$ cat src/rtl/fifo_ctrl_pkg.sv
// Shared constants for the memory6x8 FIFO controller: state encodings,
// default thresholds and a pointer-width sanity check.
package fifo_ctrl_pkg;

  localparam logic [2:0] ST_RESET  = 3'd0;
  localparam logic [2:0] ST_INIT   = 3'd1;
  localparam logic [2:0] ST_IDLE   = 3'd2;
  localparam logic [2:0] ST_ACTIVE = 3'd3;
  localparam logic [2:0] ST_ERROR  = 3'd4;

  localparam int FIFO_DEPTH = 6;
  localparam int FIFO_PTR_W = 6;
  localparam int FIFO_CNT_W = 3;

  localparam int DEF_AE_THR = 1;
  localparam int DEF_AF_THR = FIFO_DEPTH - 1;

  // The pointer must be able to address every entry of the memory.
  localparam bit PTR_W_OK = (FIFO_DEPTH <= (1 << FIFO_PTR_W));

  function automatic int def_af_thr(input int depth);
    return depth - 1;
  endfunction

endpackage

$ cat src/rtl/fifo_ctrl_if.sv
// Requester/memory handshake bundle: push/pop strobes in, memory strobes
// and addresses out.
interface fifo_ctrl_if
  import fifo_ctrl_pkg::*;
#(
  parameter int PTR_W = FIFO_PTR_W
);

  logic             push;
  logic             pop;
  logic             mem_write;
  logic             mem_read;
  logic [PTR_W-1:0] wr_ptr;
  logic [PTR_W-1:0] rd_ptr;

  modport master (
    output push, pop,
    input  mem_write, mem_read, wr_ptr, rd_ptr
  );

  modport slave (
    input  push, pop,
    output mem_write, mem_read, wr_ptr, rd_ptr
  );

endinterface

$ cat src/rtl/fifo_ptr_wrap.sv
// Memory address register that advances on enable and wraps from
// DEPTH-1 back to 0.
module fifo_ptr_wrap
  import fifo_ctrl_pkg::*;
#(
  parameter int DEPTH = FIFO_DEPTH,
  parameter int PTR_W = FIFO_PTR_W
) (
  input  logic             clk,
  input  logic             reset,
  input  logic             en_i,
  output logic [PTR_W-1:0] ptr_o
);

  localparam logic [PTR_W-1:0] LAST = PTR_W'(DEPTH - 1);

  logic [PTR_W-1:0] ptr_q;
  logic [PTR_W-1:0] ptr_d;

  always_comb begin
    ptr_d = ptr_q;
    if (en_i) begin
      ptr_d = (ptr_q == LAST) ? '0 : ptr_q + 1'b1;
    end
  end

  always_ff @(posedge clk) begin
    if (!reset) begin
      ptr_q <= '0;
    end else begin
      ptr_q <= ptr_d;
    end
  end

  assign ptr_o = ptr_q;

endmodule

$ cat src/rtl/fifo_ctrl.sv
// Sequencing controller for the 6x8 buffer: accepts push/pop, drives the
// memory strobes/pointers, tracks occupancy and traps over/underflow.
module fifo_ctrl
  import fifo_ctrl_pkg::*;
#(
  parameter int DEPTH = FIFO_DEPTH,
  parameter int PTR_W = FIFO_PTR_W,
  parameter int CNT_W = FIFO_CNT_W
) (
  input  logic             clk,
  input  logic             reset,
  input  logic             init_i,
  input  logic [CNT_W-1:0] af_thresh_i,
  input  logic [CNT_W-1:0] ae_thresh_i,
  fifo_ctrl_if.slave       bus,
  output logic [CNT_W-1:0] count_o,
  output logic             full_o,
  output logic             empty_o,
  output logic             almost_full_o,
  output logic             almost_empty_o,
  output logic             error_o,
  output logic             idle_o,
  output logic [2:0]       state_o
);

  localparam logic [CNT_W-1:0] DEPTH_C  = CNT_W'(DEPTH);
  localparam logic [CNT_W-1:0] AF_RESET = CNT_W'(def_af_thr(DEPTH));
  localparam logic [CNT_W-1:0] AE_RESET = CNT_W'(DEF_AE_THR);

  logic [2:0]       state_q, state_d;
  logic [CNT_W-1:0] count_q, count_d;
  logic [CNT_W-1:0] af_thr_q, af_thr_d;
  logic [CNT_W-1:0] ae_thr_q, ae_thr_d;

  logic             full, empty;
  logic             accept_en, overflow, underflow, wr_acc, rd_acc;
  logic [PTR_W-1:0] wr_ptr, rd_ptr;

  assign full  = (count_q == DEPTH_C);
  assign empty = (count_q == '0);

  // An init request in IDLE wins over traffic, so requests that cycle are dropped.
  assign accept_en = (state_q == ST_ACTIVE) || ((state_q == ST_IDLE) && !init_i);
  assign underflow = accept_en && bus.pop && empty;
  assign overflow  = accept_en && bus.push && full && !bus.pop;
  assign wr_acc    = accept_en && bus.push && (!full || bus.pop) && !underflow;
  assign rd_acc    = accept_en && bus.pop && !empty;

  assign bus.mem_write = wr_acc;
  assign bus.mem_read  = rd_acc;

  fifo_ptr_wrap #(.DEPTH(DEPTH), .PTR_W(PTR_W)) u_wr_ptr (
    .clk   (clk),
    .reset (reset),
    .en_i  (wr_acc),
    .ptr_o (wr_ptr)
  );

  fifo_ptr_wrap #(.DEPTH(DEPTH), .PTR_W(PTR_W)) u_rd_ptr (
    .clk   (clk),
    .reset (reset),
    .en_i  (rd_acc),
    .ptr_o (rd_ptr)
  );

  assign bus.wr_ptr = wr_ptr;
  assign bus.rd_ptr = rd_ptr;

  always_comb begin
    count_d = count_q;
    case ({wr_acc, rd_acc})
      2'b10:   count_d = count_q + 1'b1;
      2'b01:   count_d = count_q - 1'b1;
      default: count_d = count_q;
    endcase
  end

  always_comb begin
    af_thr_d = af_thr_q;
    ae_thr_d = ae_thr_q;
    if (state_q == ST_INIT) begin
      af_thr_d = af_thresh_i;
      ae_thr_d = ae_thresh_i;
    end
  end

  always_comb begin
    state_d = state_q;
    case (state_q)
      ST_RESET: state_d = ST_INIT;
      ST_INIT:  state_d = init_i ? ST_INIT : ST_IDLE;
      ST_IDLE: begin
        if (underflow)   state_d = ST_ERROR;
        else if (init_i) state_d = ST_INIT;
        else if (wr_acc) state_d = ST_ACTIVE;
      end
      ST_ACTIVE: begin
        if (overflow || underflow) state_d = ST_ERROR;
        else if (count_d == '0)    state_d = ST_IDLE;
      end
      ST_ERROR: state_d = ST_ERROR;
      default:  state_d = ST_RESET;
    endcase
  end

  always_ff @(posedge clk) begin
    if (!reset) begin
      state_q  <= ST_RESET;
      count_q  <= '0;
      af_thr_q <= AF_RESET;
      ae_thr_q <= AE_RESET;
    end else begin
      state_q  <= state_d;
      count_q  <= count_d;
      af_thr_q <= af_thr_d;
      ae_thr_q <= ae_thr_d;
    end
  end

  assign count_o        = count_q;
  assign full_o         = full;
  assign empty_o        = empty;
  assign almost_full_o  = (count_q >= af_thr_q);
  assign almost_empty_o = (count_q <= ae_thr_q);
  assign error_o        = (state_q == ST_ERROR);
  assign idle_o         = (state_q == ST_IDLE);
  assign state_o        = state_q;

endmodule
$ cat src/flat_wrapper.sv
// flat-port wrapper written by rule: the top's interface ports become plain ports
module fifo_ctrl_flat import fifo_ctrl_pkg::*;
#(
  parameter int DEPTH = FIFO_DEPTH,
  parameter int PTR_W = FIFO_PTR_W,
  parameter int CNT_W = FIFO_CNT_W
)
  (clk, reset, init_i, af_thresh_i, ae_thresh_i, count_o, full_o, empty_o, almost_full_o, almost_empty_o, error_o, idle_o, state_o, bus_push, bus_pop, bus_mem_write, bus_mem_read, bus_wr_ptr, bus_rd_ptr);
  fifo_ctrl_if #(.PTR_W(PTR_W)) bus_i ();
  input  logic clk;
  input  logic reset;
  input  logic init_i;
  input  logic [CNT_W-1:0] af_thresh_i;
  input  logic [CNT_W-1:0] ae_thresh_i;
  output logic [CNT_W-1:0] count_o;
  output logic full_o;
  output logic empty_o;
  output logic almost_full_o;
  output logic almost_empty_o;
  output logic error_o;
  output logic idle_o;
  output logic [2:0] state_o;
  input wire logic [$bits(bus_i.push)-1:0] bus_push;
  input wire logic [$bits(bus_i.pop)-1:0] bus_pop;
  output wire logic [$bits(bus_i.mem_write)-1:0] bus_mem_write;
  output wire logic [$bits(bus_i.mem_read)-1:0] bus_mem_read;
  output wire logic [$bits(bus_i.wr_ptr)-1:0] bus_wr_ptr;
  output wire logic [$bits(bus_i.rd_ptr)-1:0] bus_rd_ptr;
  assign bus_i.push = bus_push;
  assign bus_i.pop = bus_pop;
  assign bus_mem_write = bus_i.mem_write;
  assign bus_mem_read = bus_i.mem_read;
  assign bus_wr_ptr = bus_i.wr_ptr;
  assign bus_rd_ptr = bus_i.rd_ptr;
  fifo_ctrl #(.DEPTH(DEPTH), .PTR_W(PTR_W), .CNT_W(CNT_W)) u_core (.clk(clk), .reset(reset), .init_i(init_i), .af_thresh_i(af_thresh_i), .ae_thresh_i(ae_thresh_i), .bus(bus_i), .count_o(count_o), .full_o(full_o), .empty_o(empty_o), .almost_full_o(almost_full_o), .almost_empty_o(almost_empty_o), .error_o(error_o), .idle_o(idle_o), .state_o(state_o));
endmodule
$ cat config.mk
export PLATFORM = sky130hd
export DESIGN_NAME = fifo_ctrl_flat
export DESIGN_NICKNAME = d
export VERILOG_FILES = /design/src/rtl/fifo_ctrl_pkg.sv /design/src/rtl/fifo_ctrl_if.sv /design/src/rtl/fifo_ptr_wrap.sv /design/src/rtl/fifo_ctrl.sv /design/src/flat_wrapper.sv
export SDC_FILE = /design/constraint.sdc
export NUM_CORES = 1
export LEC_CHECK = 0
export CORE_MARGIN = 2
export CORE_UTILIZATION = 36
export CTS_CLUSTER_DIAMETER = 50
export DETAILED_ROUTE_END_ITERATION = 12
export GPL_TIMING_DRIVEN = 0
export PLACE_DENSITY = 0.71
export SKIP_CTS_REPAIR_TIMING = 1
export SLEW_MARGIN = 10
export SYNTH_ARGS = -nofsm -noshare
export SYNTH_HDL_FRONTEND = slang
export SYNTH_HIERARCHICAL = 1
export SYNTH_SLANG_ARGS = --single-unit
$ cat constraint.sdc
create_clock -name clk -period 6.1 [get_ports clk]
set_clock_uncertainty 0.2 [all_clocks]
set_input_delay 1.22 -clock clk [delete_from_list [all_inputs] [get_ports clk]]
set_output_delay 1.22 -clock clk [all_outputs]
set_load 0.05 [all_outputs]
## After elaboration in Yosys (flattened, before gate mapping)

Cells that the tools add are included.

- Flip-flop bits (word level): 24
- Bits in latches: 0
- RAM bits: 0
- Memory bits (read-only): 0
- Bits of input ports: 11
- Output and inout port bits: 26
- Memories: 0

- Add/sub/neg operators: 4
- $mul: 0
- Div/mod/pow operators: 0
- Order comparisons: 2
- Equality and inequality tests: 11
- Shift operators: 0
- Mux-type cells: 10
- Bitwise operators: 0
- Reductions and logical operators: 21

Operator list:

| operator | count |
|---|---|
| $mux 3 | 5 |
| $pmux 3 s5 | 1 |
| $add 6x1->6 const B | 2 |
| $eq 6x3->1 const B | 2 |
| $mux 6 | 2 |
| $logic_and 1x1->1 | 9 |
| $logic_not 3->1 | 3 |
| $eq 3x2->1 const B | 2 |
| $eq 3x3->1 const B | 2 |
| $pmux 3 s2 | 1 |
| $logic_not 1->1 | 5 |
| $ne 4x2->1 const B | 1 |
| $add 3x1->3 const B | 1 |
| $eq 3x1->1 const B | 1 |
| $ge 3x3->1 | 1 |
| $le 3x3->1 | 1 |
| $logic_or 1x1->1 | 3 |
| $ne 3x3->1 const B | 1 |
| $sub 3x1->3 const B | 1 |
| $eq 2x1->1 const B | 1 |
| $eq 2x2->1 const B | 1 |
| $mux 2 | 1 |
| $reduce_and 2->1 | 1 |

## Logic depth before layout (Yosys ltp)

- Depth in word-level cells: 13
- Depth in mapped cells: 12

## Hierarchy

The synthesis kept the hierarchy.

Modules (own cells, without submodules):

| module | times used | cells an instance | area each (um2) | seq. area each (um2) |
|---|---|---|---|---|
| fifo_ctrl | 1 | 97 | 837.1 | 240.2 |
| fifo_ptr_wrap | 2 | 29 | 286.5 | 120.1 |

## Worst setup path after synthesis

Ideal clock, no wire load.

- Path kind: register -> register
- From: register u_core.count_q[2], in the netlist u_core/count_o[2]
- To: register u_core.state_q[0], in the netlist u_core/state_o[0]
- Arrival time: 3842 ps
- Required time: 5830 ps
- Setup slack: 1989 ps
- Cell stages (with the launch flop): 10
- Buffers on the path: 0
- Clock period less this slack: 4111 ps
- Path through: dfxtp_1 nor3_1 nor2_1 ha_1 inv_1 fa_1 and4bb_2 mux2i_1 nand4_1 a21oi_1

RTL lines:

| item | RTL line | RTL |
|---|---|---|
| from (decl) | fifo_ctrl.sv:31 | `logic [CNT_W-1:0] count_q, count_d;` |
| from (signal assigned) | fifo_ctrl.sv:114 | `count_q <= count_d;` |
| $logic_not 3->1 * | fifo_ctrl.sv:40 | `assign empty = (count_q == '0);` |
| net empty_o | flat_wrapper.sv:17 | `output logic empty_o;` |
| $logic_not 1->1 * | fifo_ctrl.sv:47 | `assign rd_acc = accept_en && bus.pop && !empty;` |
| $logic_and 1x1->1 * | fifo_ctrl.sv:47 |  |
| net bus_mem_read | flat_wrapper.sv:26 | `output wire logic [$bits(bus_i.mem_read)-1:0] bus_mem_read;` |
| $eq 2x1->1 or $eq 2x2->1 (tied branches) | fifo_ctrl.sv:71 | `case ({wr_acc, rd_acc})` |
| $pmux 3 s2 * | fifo_ctrl.sv:71 |  |
| $logic_not 3->1 * | fifo_ctrl.sv:99 | `else if (count_d == '0) state_d = ST_IDLE;` |
| $ne 3x3->1 (no source line) * | n/a |  |
| $reduce_and 2->1 (no source line) * | n/a |  |
| to (signal assigned) | fifo_ctrl.sv:113 | `state_q <= state_d;` |
| to (decl) | fifo_ctrl.sv:30 | `logic [2:0] state_q, state_d;` |

Mark *: on every way through the listed nets, which the timed path passes. The rest lies on a longest branch.
A chain may end at the register's enable or synchronous reset.

## Worst setup path in the final report

- From: input bus_pop
- To: output bus_mem_write

- Cells in the longest elaborated chain, start to end: 4

RTL lines:

| item | RTL line | RTL |
|---|---|---|
| from (decl) | flat_wrapper.sv:24 | `input wire logic [$bits(bus_i.pop)-1:0] bus_pop;` |
| $logic_and 1x1->1 (2 in a row) | fifo_ctrl.sv:44 | `assign underflow = accept_en && bus.pop && empty;` |
| $logic_not 1->1 | fifo_ctrl.sv:46 | `assign wr_acc = accept_en && bus.push && (!full \|\| bus.pop) && !underflow;` |
| $logic_and 1x1->1 * | fifo_ctrl.sv:46 |  |
| to (decl) | flat_wrapper.sv:25 | `output wire logic [$bits(bus_i.mem_write)-1:0] bus_mem_write;` |

Mark *: on every way between the ends. The rest lies on a longest branch, timed or not.

==> summary.md <==
| Metric | Value |
|---|---|
| Ys async rst share | `0` |
| Worst rel slew slack | `0.6628` |
| All-layer global routing usage | `0.1387` |
| Layout cells sized above 1 | `0.1077` |
| Reg2reg path depth | `9` |
| Max Cap Violations | `0` |
| Avg Synthesized Cell Area | `9.097 um2` |
| Largest net degree at the start of global routing | `15` |
| Placeable Area | `0.003716 mm2` |
| Pleak | `0.7403 nW` |
| Non-filler instance count after layout | `243` |
| Placed instance count | `239` |
| Gp weighted congestion | `0.7934` |
| CP Data Required Time | `4.68 ns` |
| Die height | `66.59 um` |
| Initial antenna violation count | `0` |
| Row Count | `22` |
| Seq/Total Area, Yosys | `0.3407` |
| Post-route setup slack | `1.468 ns` |
| Unrepaired setup endpoints after global routing | `false` |
| 1st-iter DRT viols | `51` |
| Setup Viol. Count Final | `0` |
| Vias in the first global route | `1070` |
| Worst R2R Setup Slack | `3.13 ns` |
| N_diodes | `0` |
| Synth unique cells | `43` |
| Post-DP HPWL | `2088 um` |
| Crit path from | `bus_pop` |
| Port bufs | `36` |
| DR DRC count | `0` |
| Wire length per cell | `11.58 um` |
| Seq cells post-synth | `24` |
| Clock latency on the worst-skew pair | `0.27 ns` |
| CP endpoint kind | `output pin` |
| Syn nets | `178` |
| Filler cells | `365` |
| Vias per cell | `4.955` |
| Setup_tns | `0 ns` |
| YS warnings | `6` |
| Crit path time final | `4.632 ns` |
| CTS H-tree depth | `1` |
| CTS tree | `yes` |
| Worst slack at placement | `1.478 ns` |
| Initial DRT Pass Iterations | `4` |
| Netlist Area Pre-Place | `0.001410 mm2` |
| Clk sinks | `24` |
| Final period util | `0.7593` |
| GRT Residual Overflow | `0` |
| EDFF count, synth | `0` |
| Reg2reg start | `u_core/count_o[2]` |
| Root buffer cell | `clkbuf_8` |
| Num CTS Buffers | `3` |
| Hold crit path type | `flip-flop to flip-flop` |
| I/O pin total | `37` |
| Clock buffer depth | `2` |
| DIE AREA | `0.004434 mm2` |
| Starting Density | `0.3795` |
| Worst Path Class, Setup | `input pin to output pin` |
| Count leader, synth | `dfxtp_1` |
| Startpoint types | `input pin` |
| Status | `finished, final reports clean` |
| Routed WL | `2815 um` |
| Final #Nets | `219` |
| Post-DRT Antenna Nets | `0` |
| Synth Flop Type | `dfxtp_1` |
| Synth area leaders | `dfxtp_1 34%, ha_1 9.8%, nor2_1 4.0%` |
| Multi-input gate area | `860.8 um2` |
| Chip width | `66.59 um` |
| Max Slew Vio Count | `0` |
| Area growth syn-to-layout | `34.87%` |
| Endpoints failing hold | `0` |
| Synth top cells by count | `24 x dfxtp_1, 15 x nor2_1, 12 x inv_1` |
| Synth area leader | `dfxtp_1` |
| Synth top area share | `0.3407` |
| Power Total | `0.3613 mW` |
| Worst path arrival time | `3.21 ns` |
| Reg2reg end | `u_core/count_o[2]` |
| Worst Path Max Fanout | `5` |
| VDD IR max | `0.09096 mV` |
| Max Clk Rate | `215.9 MHz` |
| PwrDens | `190.0 mW/mm2` |
| Worst-margin pin slew | `0.5043 ns` |
| Clock transition at path regs | `0.08 ns` |
| Critical Path End | `bus_mem_write` |
| Sequential cell area | `480.5 um2` |
| First-pass GRT wire length | `4692 um` |
| Post-Synthesis Cells | `155` |
| Vias | `1204` |
layout make-up:
class | count | share of cell area
inverters | 12 | 0.02368
clock buffers | 3 | 0.02171
well taps | 48 | 0.03158
plain buffers | 4 | 0.01250
multi-input cells | 115 | 0.4526
flip-flops and latches | 24 | 0.2526
repair buffers | 36 | 0.1895
clock inverters | 1 | 0.01579
where the power goes:
| part | total [mW] | leakage, nW | internal [mW] | switching (mW) |
|---|---|---|---|---|
| sequential | 0.164 | 0.195 | 0.161 | 0.00323 |
| clock | 0.140 | 0.0357 | 0.0878 | 0.0518 |
| combinational | 0.0572 | 0.510 | 0.0264 | 0.0309 |
| total | 0.361 | 0.740 | 0.275 | 0.0860 |
sequential cells by signal (all words and copies together) (netlist names):
register,cells
u_core/u_wr_ptr/ptr_o,6
u_core/u_rd_ptr/ptr_o,6
u_core/af_thr_q,3
u_core/state_o,3
u_core/ae_thr_q,3
u_core/count_o,3
worst min path at each step:
stage                             from                 end  slack (ns)  cells after the start
floorplan           u_core/ae_thr_q[0]  u_core/ae_thr_q[0]        0.25                      2
global placement    u_core/ae_thr_q[0]  u_core/ae_thr_q[0]        0.26                      2
detailed placement  u_core/ae_thr_q[0]  u_core/ae_thr_q[0]        0.27                      2
CTS                 u_core/ae_thr_q[0]  u_core/ae_thr_q[0]        0.29                      2
global route        u_core/af_thr_q[0]  u_core/af_thr_q[0]        0.32                      2
finish              u_core/af_thr_q[0]  u_core/af_thr_q[0]        0.29                      2
placed cells by master (no fill, tap or decap), types with 5 or more instances in the layout:
cell,count
xor2_1,5
xnor2_1,5
nor2b_1,6
and2_1,5
a21oi_1,5
inv_1,12
clkdlybuf4s50_1,36
o21ai_0,5
dfxtp_1,24
nor2_1,15
nand2_1,10
ha_1,11
through the flow:
stage | utilization | hold WS, ns | area [um2]
after floorplan | - | 0.2458 | 1410
after global placement | 0.4926 | 0.2646 | 1831
after detailed placement | 0.4926 | 0.2707 | 1831
after CTS | 0.5118 | 0.2935 | 1902
after global routing | 0.5118 | 0.3233 | 1902
final | 0.5118 | 0.2900 | 1902
critical path, stage by stage:
cell             delay, ns
clkdlybuf4s50_1       0.52
or4b_4                0.52
and3_2                0.25
clkdlybuf4s50_1       0.70
layer usage:
metal  vias to the layer above  global-route usage  part of all wire
li1                        621                   -                 -
met4                         0             0.07653             0.023
met3                         5             0.02534             0.043
met1                       552              0.2008              0.52
met5                         -                   0                 0
met2                        26              0.1900              0.41
cell families after synthesis:
family,after synthesis,synth area share
buf+inv,16,0.04879
compound gates,30,0.1517
mux,3,0.02130
xor+xnor,10,0.06211
flops,24,0.3407
simple gates,60,0.2635
fa+ha+maj,12,0.1118
No activity file was read; power rests on OpenSTA's default activity.
